<file path="config.mk">
export PLATFORM = sky130hd
export DESIGN_NAME = pipe_scroller
export DESIGN_NICKNAME = d
export VERILOG_FILES = /design/src/rtl/flappy_pkg.sv /design/src/rtl/gap_lfsr8.sv /design/src/rtl/pipe_scroller.sv
export SDC_FILE = /design/constraint.sdc
export NUM_CORES = 1
export LEC_CHECK = 0
export CAP_MARGIN = 20
export CELL_PAD_IN_SITES_DETAIL_PLACEMENT = 1
export CELL_PAD_IN_SITES_GLOBAL_PLACEMENT = 1
export CORE_UTILIZATION = 40
export CTS_BUF_LIST = sky130_fd_sc_hd__clkbuf_8
export CTS_CLUSTER_DIAMETER = 80
export DETAILED_ROUTE_END_ITERATION = 10
export GPL_TIMING_DRIVEN = 0
export PLACE_DENSITY = 0.94
export SYNTH_ARGS = -nofsm -noshare
export SYNTH_HDL_FRONTEND = slang
export SYNTH_SLANG_ARGS = --single-unit
</file>
<file path="constraint.sdc">
create_clock -name clk -period 3.9 [get_ports clk]
set_input_delay 0.39 -clock clk [delete_from_list [all_inputs] [get_ports clk]]
set_output_delay 0.39 -clock clk [all_outputs]
set_load 0.05 [all_outputs]
</file>
<file path="src/rtl/flappy_pkg.sv">
// Shared types and helpers for the 16x16 flappy LED game.
//   frame_t      : [row][col] bit frame driven onto the LED matrix
//   game_state_t : scroller FSM states
//   pipe_col     : one pipe column, every row lit except the gap
package flappy_pkg;
  localparam int GRID = 16;

  typedef logic [15:0][15:0] frame_t;
  typedef enum logic [1:0] {IDLE, RUN, FROZEN} game_state_t;

  // Bit r of the result is row r; rows top..top+gap-1 are left dark.
  function automatic logic [GRID-1:0] pipe_col(input logic [3:0] top, input int gap);
    logic [GRID-1:0] c;
    for (int r = 0; r < GRID; r++)
      c[r] = !((r >= int'(top)) && (r < int'(top) + gap));
    return c;
  endfunction
endpackage

</file>
<file path="src/rtl/gap_lfsr8.sv">
// 8-bit Fibonacci LFSR (x^8+x^6+x^5+x^4+1) that picks pipe gap positions.
// Ports: clk, rst (sync, active-high, loads seed), adv (advance one step),
//        seed (reset value, must be nonzero), q (current state).
module gap_lfsr8 (
  input  logic       clk,
  input  logic       rst,
  input  logic       adv,
  input  logic [7:0] seed,
  output logic [7:0] q
);
  logic [7:0] lfsr_q, lfsr_d;

  always_comb begin
    lfsr_d = lfsr_q;
    if (adv) lfsr_d = {lfsr_q[6:0], lfsr_q[7] ^ lfsr_q[5] ^ lfsr_q[4] ^ lfsr_q[3]};
  end

  always_ff @(posedge clk) begin
    if (rst) lfsr_q <= seed;
    else     lfsr_q <= lfsr_d;
  end

  assign q = lfsr_q;
endmodule

</file>
<file path="src/rtl/pipe_scroller.sv">
// Pipe obstacle generator for the 16x16 LED game. Injects a pipe with a
// random gap at column 0 every PIPE_SPACING steps, scrolls the frame one
// column toward 15 per step, scores each pipe leaving BIRD_COL, and freezes
// everything on gameover until rst.
// Ports: clk, rst (sync, active-high), start (IDLE->RUN), gameover (RUN->FROZEN),
//        RedPixels [row][col] frame, score (saturating), pipe_passed (1-cycle pulse).
// Build option: PIPE_SCROLLER_SPEEDUP_EN shortens the step period as score grows.
module pipe_scroller
  import flappy_pkg::*;
#(
  parameter int         TICK_DIV     = 25_000_000,
  parameter int         GAP_H        = 4,
  parameter int         PIPE_SPACING = 6,
  parameter int         BIRD_COL     = 12,
  parameter logic [7:0] LFSR_SEED    = 8'hA5
) (
  input  logic       clk,
  input  logic       rst,
  input  logic       start,
  input  logic       gameover,
  output frame_t     RedPixels,
  output logic [7:0] score,
  output logic       pipe_passed
);
  localparam int TW = $clog2(TICK_DIV);
  localparam int SW = $clog2(PIPE_SPACING);

  game_state_t state_q, state_d;
  logic [TW-1:0] tick_q, tick_d;
  logic [SW-1:0] sp_q, sp_d;
  // Stored column-major: cols_q[col][row], so a scroll is a whole-word shift.
  logic [GRID-1:0][GRID-1:0] cols_q, cols_d;
  logic [7:0] score_q, score_d;
  logic       pp_q, pp_d;
  logic       step;
  logic [7:0] lfsr_q;
  logic [3:0] top;
  logic [8:0] sum9;
  logic       unused_lfsr_hi;

  gap_lfsr8 u_lfsr (
    .clk  (clk),
    .rst  (rst),
    .adv  (step),
    .seed (LFSR_SEED),
    .q    (lfsr_q)
  );
  assign unused_lfsr_hi = ^lfsr_q[7:4];

  // FSM: state register
  always_ff @(posedge clk) begin
    if (rst) state_q <= IDLE;
    else     state_q <= state_d;
  end

  // FSM: next state
  always_comb begin
    state_d = state_q;
    case (state_q)
      IDLE:    if (start)    state_d = RUN;
      RUN:     if (gameover) state_d = FROZEN;
      FROZEN:  state_d = FROZEN;
      default: state_d = IDLE;
    endcase
  end

  // FSM: output (scroll step strobe)
`ifdef PIPE_SCROLLER_SPEEDUP_EN
  logic [1:0]  shamt;
  logic [31:0] period;
  always_comb begin
    shamt  = (score_q[7:3] >= 5'd3) ? 2'd3 : score_q[4:3];
    period = 32'(TICK_DIV) >> shamt;
    if (period == 32'd0) period = 32'd1;
    step = 1'b0;
    // >= rather than == so a period that just shrank still fires.
    if (state_q == RUN && !gameover) step = (32'(tick_q) >= period - 32'd1);
  end
`else
  always_comb begin
    step = 1'b0;
    if (state_q == RUN && !gameover) step = (tick_q == TW'(TICK_DIV - 1));
  end
`endif

  // Datapath next state
  always_comb begin
    tick_d  = tick_q;
    sp_d    = sp_q;
    cols_d  = cols_q;
    score_d = score_q;
    pp_d    = 1'b0;
    sum9    = {1'b0, score_q} + 9'd1;
    top     = lfsr_q[3:0];
    // Keep the whole gap on the grid.
    if (top > 4'(GRID - GAP_H)) top = top - 4'(GAP_H);

    if (state_q == RUN && !gameover) tick_d = step ? '0 : tick_q + 1'b1;

    if (step) begin
      for (int c = GRID - 1; c > 0; c--) cols_d[c] = cols_q[c-1];
      if (sp_q == '0) begin
        cols_d[0] = pipe_col(top, GAP_H);
        sp_d      = SW'(PIPE_SPACING - 1);
      end else begin
        cols_d[0] = '0;
        sp_d      = sp_q - 1'b1;
      end
      // Scored on the pre-shift frame: the pipe is leaving the bird column.
      if (|cols_q[BIRD_COL]) begin
        score_d = sum9[8] ? 8'hFF : sum9[7:0];
        pp_d    = 1'b1;
      end
    end
  end

  always_ff @(posedge clk) begin
    if (rst) begin
      tick_q  <= '0;
      sp_q    <= '0;
      cols_q  <= '0;
      score_q <= '0;
      pp_q    <= 1'b0;
    end else begin
      tick_q  <= tick_d;
      sp_q    <= sp_d;
      cols_q  <= cols_d;
      score_q <= score_d;
      pp_q    <= pp_d;
    end
  end

  // Transpose to the [row][col] view the collision checker expects.
  always_comb begin
    RedPixels = '0;
    for (int r = 0; r < GRID; r++)
      for (int c = 0; c < GRID; c++)
        RedPixels[r][c] = cols_q[c][r];
  end

  assign score       = score_q;
  assign pipe_passed = pp_q;
endmodule

</file>
### Word level (Yosys, flattened, before mapping)

Cells that the tools add are included.
W data, S select, Z words.

| word-level totals | value |
|---|---|
| register bits | 303 |
| latch bits | 0 |
| memory bits (writable) | 0 |
| bits in read-only memories | 0 |
| input port bits | 4 |
| word-level logic and storage cells | 117 |
| memories | 0 |

| cells by class | value |
|---|---|
| add/subtract/negate cells | 5 |
| multipliers | 0 |
| divide/modulo/power cells | 0 |
| magnitude comparators | 32 |
| eq/ne operators | 5 |
| shifts and indexed selects | 0 |
| mux-type cells | 10 |
| bitwise gates (word level) | 4 |
| reduce and logical (&&, ||, !) cells | 39 |

Operators with widths:

| kind | number |
|---|---|
| $lt A5 B32 Y1 const A | 7 |
| $lt A4 B32 Y1 const A | 4 |
| $lt A3 B32 Y1 const A | 2 |
| $lt A1 B32 Y1 const A | 1 |
| $lt A2 B32 Y1 const A | 1 |
| $ge A4 B4 Y1 const A | 7 |
| $add A25 B1 Y25 const B | 1 |
| $eq A25 B25 Y1 const B | 1 |
| $mux W25 | 1 |
| $logic_not A1 Y1 | 17 |
| $ge A3 B4 Y1 const A | 4 |
| $logic_and A1 B1 Y1 | 16 |
| $mux W16 | 1 |
| $reduce_or A16 Y1 | 1 |
| $add A8 B1 Y9 const B | 1 |
| $ge A1 B4 Y1 const A | 2 |
| $ge A2 B4 Y1 const A | 2 |
| $mux W8 | 1 |
| $pmux W2 S3 | 1 |
| $add A4 B3 Y5 const B | 1 |
| $lt A4 B5 Y1 const A | 1 |
| $gt A4 B4 Y1 const B | 1 |
| $mux W2 | 2 |
| $mux W4 | 1 |
| other kinds (13) | 18 |

### Depth between registers and ports, before layout

Gate-level depths: netlist of the first run.

| depth | value |
|---|---|
| depth in word-level cells | 7 |
| depth in mapped cells | 10 |

### Cells and area by module

Synthesis of the first run repeated with hierarchy kept, for this count alone.

| second synthesis, totals | value |
|---|---|
| cells, all modules | 1401 |
| area, all modules | 11344.6 um^2 |

Modules (own cells, without submodules):

| module | times used | cells an instance | area an instance (um^2) | seq. area each (um^2) |
|---|---|---|---|---|
| pipe_scroller | 1 | 1379 | 10973.0 | 5905.7 |
| gap_lfsr8 | 1 | 22 | 371.6 | 240.2 |

### Worst setup path before layout of the first run

Ideal clock, no wire load.

| timing path | value |
|---|---|
| path kind | reg2reg |
| start point | register state_q[1] |
| end point | register cols_q, in the netlist RedPixels[106] |
| library setup time | 0.132 ns |
| arrival | 2.155 ns |
| required time | 3.768 ns |
| slack | 1.613 ns |
| cell stages (with the launch flop) | 11 |
| period minus slack after synthesis | 2.287 ns |
| cells stage by stage | dfxtp_1 -> inv_1 -> ha_1 -> and4b_1 -> nand4_1 -> or4_1 -> buf_2 -> buf_6 -> buf_2 -> nand2_1 -> a21oi_1 |

| on the way | value |
|---|---|
| cells in the longest elaborated chain, start to end | 3 |

RTL lines:

| element | line | RTL |
|---|---|---|
| start, declared | pipe_scroller.sv:28 | `game_state_t state_q, state_d;` |
| start signal, assigned | pipe_scroller.sv:53 | `else state_q <= state_d;` |
| $eq A2 B1 Y1 | pipe_scroller.sv:82 | `if (state_q == RUN && !gameover) step = (tick_q == TW'(TICK_DIV - 1));` |
| $logic_and A1 B1 Y1 | pipe_scroller.sv:82 |  |
| $mux W1 | pipe_scroller.sv:82 |  |
| end signal, assigned | pipe_scroller.sv:127 | `cols_q <= cols_d;` |
| end, declared | pipe_scroller.sv:32 | `logic [GRID-1:0][GRID-1:0] cols_q, cols_d;` |

No other way between the ends.
A chain may end at the register's enable or synchronous reset.

### Worst setup path in the final report of the first run

| timing path | value |
|---|---|
| start point | register state_q[1] |
| end point | register cols_q, in the netlist RedPixels[208] |

The elaborated chain is that of the path after synthesis.

==> flow_metrics.py, run 1 <==
metrics = {
    "run_status": {
        "status": "completed",
    },
    "clock_tree": {
        "clkLatencyLatePin_ns": 0.59,
        "hold_buffers": 0,
        "clock-sinks": 303,
        "cts_resized": 0,
        "cts_inserted_buffers": 50,
        "tritoncts": "done",
        "cts-root-buf": "clkbuf_8",
        "clock_path_buffers": 3,
        "htree_levels": 2,
        "clk_pin_slew_ns": 0.06,
        "postCtsSetupRepairBufs": 0,
    },
    "cells_and_area": {
        "fillCellCount": 3345,
        "finalNetCount": 1741,
        "ff_latch_area_um2": 6070,
        "syn2layout_area_growth_pct": 36.2,
        "final_common_cell": "nand2_1",
        "fin_cells": 2145,
        "multiInputGateArea_um2": 4730,
        "drive_gt1_frac": 0.0702,
        "layout_common_cells": "nand2_1, dfxtp_1, clkdlybuf4s50_1",
    },
    "power_and_ir_drop": {
        "p_leak_nw": 5.32,
        "power_density_nw_per_um2": 384,
        "vdd.ir_drop.worst_mv": 0.263,
        "p_int_w": 0.00457,
        "p_switching_w": 0.00141,
        "power_frac_clock": 0.453,
        "combPwrFrac": 0.025,
        "seqPwrFrac": 0.522,
        "swShare": 0.236,
    },
    "grt": {
        "grt.total_usage": 0.280,
        "antenna_found_initial": 1,
        "grt_pass1_wl_mm": 64.5,
        "overflow": 0,
        "grt_pass1_vias": 11900,
        "grt_max_degree": 14,
    },
    "critical_path": {
        "path_cells": "inv_1, ha_1, and4b_1, nand4_1, nor4_1, nand3_1, o32ai_1",
        "r2r_start": "state_q[1]",
        "cp-start-kind": "flip-flop",
        "cp_slowest_cell": "nor4_1",
        "crit_end": "RedPixels[208]",
        "crit_buf_inv": 1,
        "arrival_ns": 3.49,
        "critPathMaxStageDelay_ns": 0.83,
        "cp.required_ns": 4.34,
        "regToRegSetupSlack_ns": 0.85,
        "startpoint": "state_q[1]",
        "critical_path_depth": 7,
        "crit_path_end_kind": "flip-flop",
        "critical-path-top-delay-family": "simple AND/OR/NAND/NOR gates",
        "worstReg2RegEnd": "RedPixels[208]",
        "worstSetupPathType": "reg2reg",
        "ff2ff_path_depth": 7,
        "crit_fanout": 6,
    },
    "floorplan": {
        "chipHeight_um": 171,
        "ios": 269,
        "start_util": 0.409,
        "die_area_um2": 29200,
        "core-area_um2": 27900,
        "die_x_um": 171,
        "rows": 61,
    },
    "routing": {
        "ant_nets": 0,
        "num_vias": 11400,
        "post_drt_wl_per_cell_um": 19.6,
        "drt-total-wl_mm": 42.0,
        "vias_per_cell": 5.33,
        "drc_errors": 0,
        "dr.pass1.iters": 5,
        "drt-initial-drc-count": 627,
    },
    "placement": {
        "dp_hpwl_mm": 29.7,
        "gp_congestion": 0.855,
        "dp_cells": 2052,
        "numPortBuffers": 268,
    },
    "sta": {
        "final.setup.tns_ns": 0,
        "slew_headroom": 0.420,
        "setup-violations-final": 0,
        "worst_pin_slew_ns": 0.862,
        "period_needed_ns": 3.05,
        "skew_ns": 0.0395,
        "rsz0062_at_grt": "no",
        "hold_viol": 0,
        "finalCritPeriodShare": 0.782,
        "fmax_mhz": 328,
        "drv_slew": 0,
    },
    "synthesis": {
        "yosysUniqueCellTypes": 49,
        "synth_edf_count": 0,
        "ys_seq_elements": 303,
        "synth.cell_area_um2": 11400,
        "syn-num-nets": 1420,
        "synth-main-ff-cell": "dfxtp_1",
        "post_synth.cell_area_avg_um2": 8.13,
        "ys_seq_area_frac": 0.531,
        "yosys_warnings": 0,
        "syn_inst": 1405,
        "synthArstFlopShare": 0,
    },
    "worst_hold_path": {
        "worstHoldPathType": "reg2reg",
    },
    "run": {
        "cap_violations": 0,
    },
}
-- per-layer routing --
layer,track usage,vias to the layer above,part of all wire
li1,-,5310,-
met1,0.318,5555,0.40
met2,0.494,446,0.49
met3,0.0634,126,0.069
met4,0.135,0,0.047
met5,0,-,0
-- cells by family after synthesis --
group | after synthesis | synth area share
muxes | 3 | 0.00263
buffers and inverters | 110 | 0.0551
and+or+nand+nor | 647 | 0.235
DFF | 303 | 0.531
xor gates and xnor gates | 26 | 0.0199
adders and majority gates | 12 | 0.0129
AOI/OAI and AO/OA | 304 | 0.143
-- worst min path at each step --
stage	from	end	slack, ns	cells after the start
4_1_cts	RedPixels[47]	RedPixels[47]	0.46	2
6_report	RedPixels[1]	RedPixels[2]	0.46	2
5_1_grt	RedPixels[79]	RedPixels[79]	0.48	2
2_1_floorplan	u_lfsr.q[6]	u_lfsr.q[6]	0.43	2
3_3_place_gp	RedPixels[175]	RedPixels[175]	0.44	2
3_5_place_dp	RedPixels[175]	RedPixels[175]	0.45	2
-- per-stage QoR --
stage | total power [W] | worst slack (ns) | area [um^2] | utilization | hold slack, ns
6_report | 0.00598 | 0.851 | 15600 | 0.557 | 0.455
5_1_grt | 0.00618 | 0.620 | 15600 | 0.557 | 0.481
4_1_cts | 0.00601 | 0.867 | 15600 | 0.557 | 0.462
3_5_place_dp | 0.00334 | 0.565 | 14600 | 0.522 | 0.450
3_3_place_gp | 0.00332 | 0.677 | 14600 | 0.522 | 0.438
2_1_floorplan | 0.00329 | 1.61 | 11400 | - | 0.432
-- cell usage after synthesis (all sizes together), types with 3 or more instances --
cell | n | area [um^2]
clkbuf | 45 | 169
and2 | 3 | 18.8
nand4 | 16 | 100
nor2b | 7 | 43.8
nor4 | 8 | 65.1
dfxtp | 303 | 6070
o21ai | 7 | 35.0
nand3 | 15 | 75.1
mux2i | 3 | 30.0
and4 | 6 | 52.6
nor3 | 4 | 20.0
nor3b | 3 | 22.5
a211oi | 5 | 37.5
ha | 11 | 138
inv | 10 | 37.5
xnor2 | 7 | 61.3
and3 | 8 | 50.1
o2bb2ai | 5 | 43.8
a22o | 6 | 52.6
xor2 | 19 | 166
nor2 | 42 | 165
or4 | 4 | 30.0
nor4b | 3 | 26.3
a21oi | 259 | 1300
a31oi | 5 | 31.3
o211ai | 4 | 30.0
buf | 54 | 419
nand2 | 520 | 1950
-- tightest hold or removal path, stage by stage, from the launching register on --
cell and delay (ns):
dfxtp_1 0.32, nand2_1 0.06, a21oi_1 0.06
-- power by group through the flow --
stage / clock, W / sequential, W / combinational, W
2_1_floorplan: 0 / 0.00318 / 0.000104
3_3_place_gp: 0 / 0.00319 / 0.000137
3_5_place_dp: 0 / 0.00319 / 0.000148
4_1_cts: 0.00274 / 0.00312 / 0.000149
5_1_grt: 0.00289 / 0.00312 / 0.000166
6_report: 0.00271 / 0.00312 / 0.000149
-- sequential cells by signal (all words and copies together) (netlist names) --
signal       cells
sp_q             3
tick_q          25
RedPixels      256
state_q          2
pipe_passed      1
u_lfsr.q         8
score            8
-- area by class of cell --
class / instances / share of cell area
clock buffer: 61 / 0.0540
buffer: 99 / 0.0378
tap: 378 / 0.0304
clock inverter: 31 / 0.00860
multi-input combinational: 992 / 0.304
timing repair buffer: 269 / 0.173
sequential: 303 / 0.390
antenna: 1 / 0.000161
inverter: 11 / 0.00265
Note: power is estimated with default switching activity, not from simulation.
==> inputs of run 2 (changes only) <==
--- a/config.mk
+++ b/config.mk
@@ -8,12 +8,12 @@
 export CAP_MARGIN = 20
 export CELL_PAD_IN_SITES_DETAIL_PLACEMENT = 1
 export CELL_PAD_IN_SITES_GLOBAL_PLACEMENT = 1
-export CORE_UTILIZATION = 40
+export CORE_UTILIZATION = 38
 export CTS_BUF_LIST = sky130_fd_sc_hd__clkbuf_8
 export CTS_CLUSTER_DIAMETER = 80
 export DETAILED_ROUTE_END_ITERATION = 10
 export GPL_TIMING_DRIVEN = 0
-export PLACE_DENSITY = 0.94
+export PLACE_DENSITY = 0.9
 export SYNTH_ARGS = -nofsm -noshare
 export SYNTH_HDL_FRONTEND = slang
 export SYNTH_SLANG_ARGS = --single-unit
==> constraint.sdc (replaced) <==
create_clock -name clk -period 2.9 [get_ports clk]
set_input_delay 0.29 -clock clk [delete_from_list [all_inputs] [get_ports clk]]
set_output_delay 0.29 -clock clk [all_outputs]
set_load 0.05 [all_outputs]
==> run 2 against run 1 <==
Compared with the run above:
- sequential power grew 35%
- clock skew grew 0.0053 ns
- maximum frequency grew 12%
- critical endpoint unchanged
==> flow_metrics.py, run 2 (synthesis gave the netlist of run 1 again) <==
metrics = {
    "sta": {
        "hold_viol": 0,
        "worst_pin_slew_ns": 0.658,
        "final.setup.tns_ns": 0,
        "rsz0062_at_grt": "no",
        "period_needed_ns": 2.73,
        "finalCritPeriodShare": 0.942,
        "setup_slack_ns": 0.168,
        "fmax_mhz": 366,
        "slew_headroom": 0.557,
        "skew_ns": 0.0448,
        "drv_slew": 0,
        "setup-violations-final": 0,
    },
    "cells_and_area": {
        "ff_latch_area_um2": 6070,
        "antenna_cells": 0,
        "layout_common_cells": "nand2_1, dfxtp_1, clkdlybuf4s50_1",
        "fillCellCount": 3616,
        "fin_area_um2": 15600,
        "drive_gt1_frac": 0.0743,
        "final_common_cell": "nand2_1",
        "fin_cells": 2153,
        "finalNetCount": 1745,
        "largest_register_ffs": 256,
        "multiInputGateArea_um2": 4730,
        "syn2layout_area_growth_pct": 36.4,
    },
    "floorplan": {
        "start_util": 0.385,
        "die_area_um2": 30800,
        "rows": 63,
        "ios": 269,
        "chipHeight_um": 175,
        "core-area_um2": 29600,
        "die_x_um": 175,
    },
    "grt": {
        "overflow": 0,
        "grt_pass1_wl_mm": 62.3,
        "busiest_layer": "met2",
        "antenna_found_initial": 0,
        "grt_use_met3": 0.0628,
        "grt_use_met1": 0.292,
        "met2_usage": 0.439,
        "grt.total_usage": 0.254,
        "grt_pass1_vias": 11500,
        "grt_max_degree": 13,
    },
    "worst_hold_path": {
        "hold_path_end": "RedPixels[159]",
        "worstHoldPathType": "reg2reg",
        "min-delay-start": "RedPixels[159]",
        "holdPathStages": 2,
    },
    "clock_tree": {
        "hold_buffers": 0,
        "clock-sinks": 303,
        "htree_levels": 2,
        "tritoncts": "done",
        "clkLatencyLatePin_ns": 0.58,
        "clk_pin_slew_ns": 0.06,
        "cts_inserted_buffers": 49,
        "cts-root-buf": "clkbuf_8",
        "clock_path_buffers": 3,
    },
    "power_and_ir_drop": {
        "seqPwrFrac": 0.528,
        "p_int_w": 0.00610,
        "swShare": 0.233,
        "power_density_nw_per_um2": 510,
        "p_leak_nw": 5.31,
        "p_switching_w": 0.00185,
        "power_frac_clock": 0.447,
        "combPwrFrac": 0.025,
        "vdd.ir_drop.worst_mv": 0.301,
    },
    "critical_path": {
        "arrival_ns": 3.18,
        "crit_path_end_kind": "flip-flop",
        "cp_slowest_cell": "nor4_2",
        "cp.required_ns": 3.35,
        "regToRegSetupSlack_ns": 0.17,
        "crit_fanout": 6,
        "worstSetupPathType": "reg2reg",
        "r2r_start": "state_q[1]",
        "worstReg2RegEnd": "RedPixels[208]",
        "ff2ff_path_depth": 8,
        "cp-start-kind": "flip-flop",
        "path_cells": "inv_1, ha_1, and4b_1, nand4_1, buf_4, nor4_2, nand3_1, o32ai_1",
        "critPathMaxStageDelay_ns": 0.59,
    },
    "run": {
        "cap_violations": 0,
    },
    "placement": {
        "place_ws_ns": -0.413,
        "numPortBuffers": 268,
        "dp_cells": 2064,
        "gp_congestion": 0.840,
        "place_area_um2": 14600,
        "dp_hpwl_mm": 29.0,
    },
    "routing": {
        "drc_errors": 0,
        "vias_per_cell": 5.21,
        "ant_nets": 0,
        "drt-initial-drc-count": 654,
        "num_vias": 11200,
        "drt-total-wl_mm": 40.4,
        "post_drt_wl_per_cell_um": 18.7,
        "dr.pass1.iters": 5,
    },
    "run_status": {
        "status": "completed",
    },
}
-- run 2: changes by cell type in the layout (fill, tap and decap cells not counted), sizes merged --
cell and change:
clkinvlp -2, clkinv +2, inv -7, buf +4, diode -1
-- run 2: per-stage QoR --
step                 util  total power [W]  hold WS [ns]
floorplan               -          0.00442         0.432
global route        0.525          0.00823         0.482
CTS                 0.525          0.00802         0.456
global placement    0.492          0.00447         0.440
finish              0.525          0.00795         0.453
detailed placement  0.493          0.00449         0.449
-- run 2: layout make-up --
type                            instances  area share
Inverter                               11     0.00265
Clock inverter                         24     0.00659
Tap cell                              390      0.0313
Buffer                                 99      0.0381
Sequential cell                       303       0.389
Timing Repair Buffer                  274       0.175
Multi-Input combinational cell        992       0.304
Clock buffer                           60      0.0530
-- run 2: worst max path at each step --
stage                     slack (ns)             end       start  cells after the start
after floorplan                 0.61  RedPixels[106]  state_q[1]                     10
after CTS                       0.04  RedPixels[105]  state_q[1]                      9
after global placement         -0.22     u_lfsr.q[1]    gameover                      8
after detailed placement       -0.41  RedPixels[208]    gameover                      6
final                           0.17  RedPixels[208]  state_q[1]                      8
after global routing            0.04  RedPixels[216]  state_q[1]                     11
-- run 2: power groups by stage --
| stage | registers [W] | logic, W | clock network (W) |
|---|---|---|---|
| CTS | 0.00420 | 0.000202 | 0.00362 |
| global placement | 0.00428 | 0.000186 | 0 |
| detailed placement | 0.00429 | 0.000200 | 0 |
| floorplan | 0.00428 | 0.000140 | 0 |
| finish | 0.00420 | 0.000198 | 0.00355 |
| global route | 0.00420 | 0.000225 | 0.00381 |
-- run 2: timing repair --
| action | in CTS | in global routing |
|---|---|---|
| buffers inserted | 3 | 2 |
| setup endpoints to repair | 75 | 102 |
| gates cloned | 0 | 0 |
| gates resized for setup | 1 | 5 |
| pin swaps | 1 | 2 |
-- run 2: per-layer routing --
metal | up-vias | part of all wire
li1 | 5309 | -
met5 | - | 0
met3 | 92 | 0.072
met2 | 388 | 0.48
met4 | 0 | 0.042
met1 | 5435 | 0.41
-- run 2: worst max-delay path, delay by kind of cell (launching register included) --
kind,cells,cell delay (ns)
AND/OR/NAND/NOR,4,1.43
flip-flops,1,0.31
buffers and inverters,2,0.28
adder cells (fa/ha/maj),1,0.21
AO/OA/AOI/OAI,1,0.37
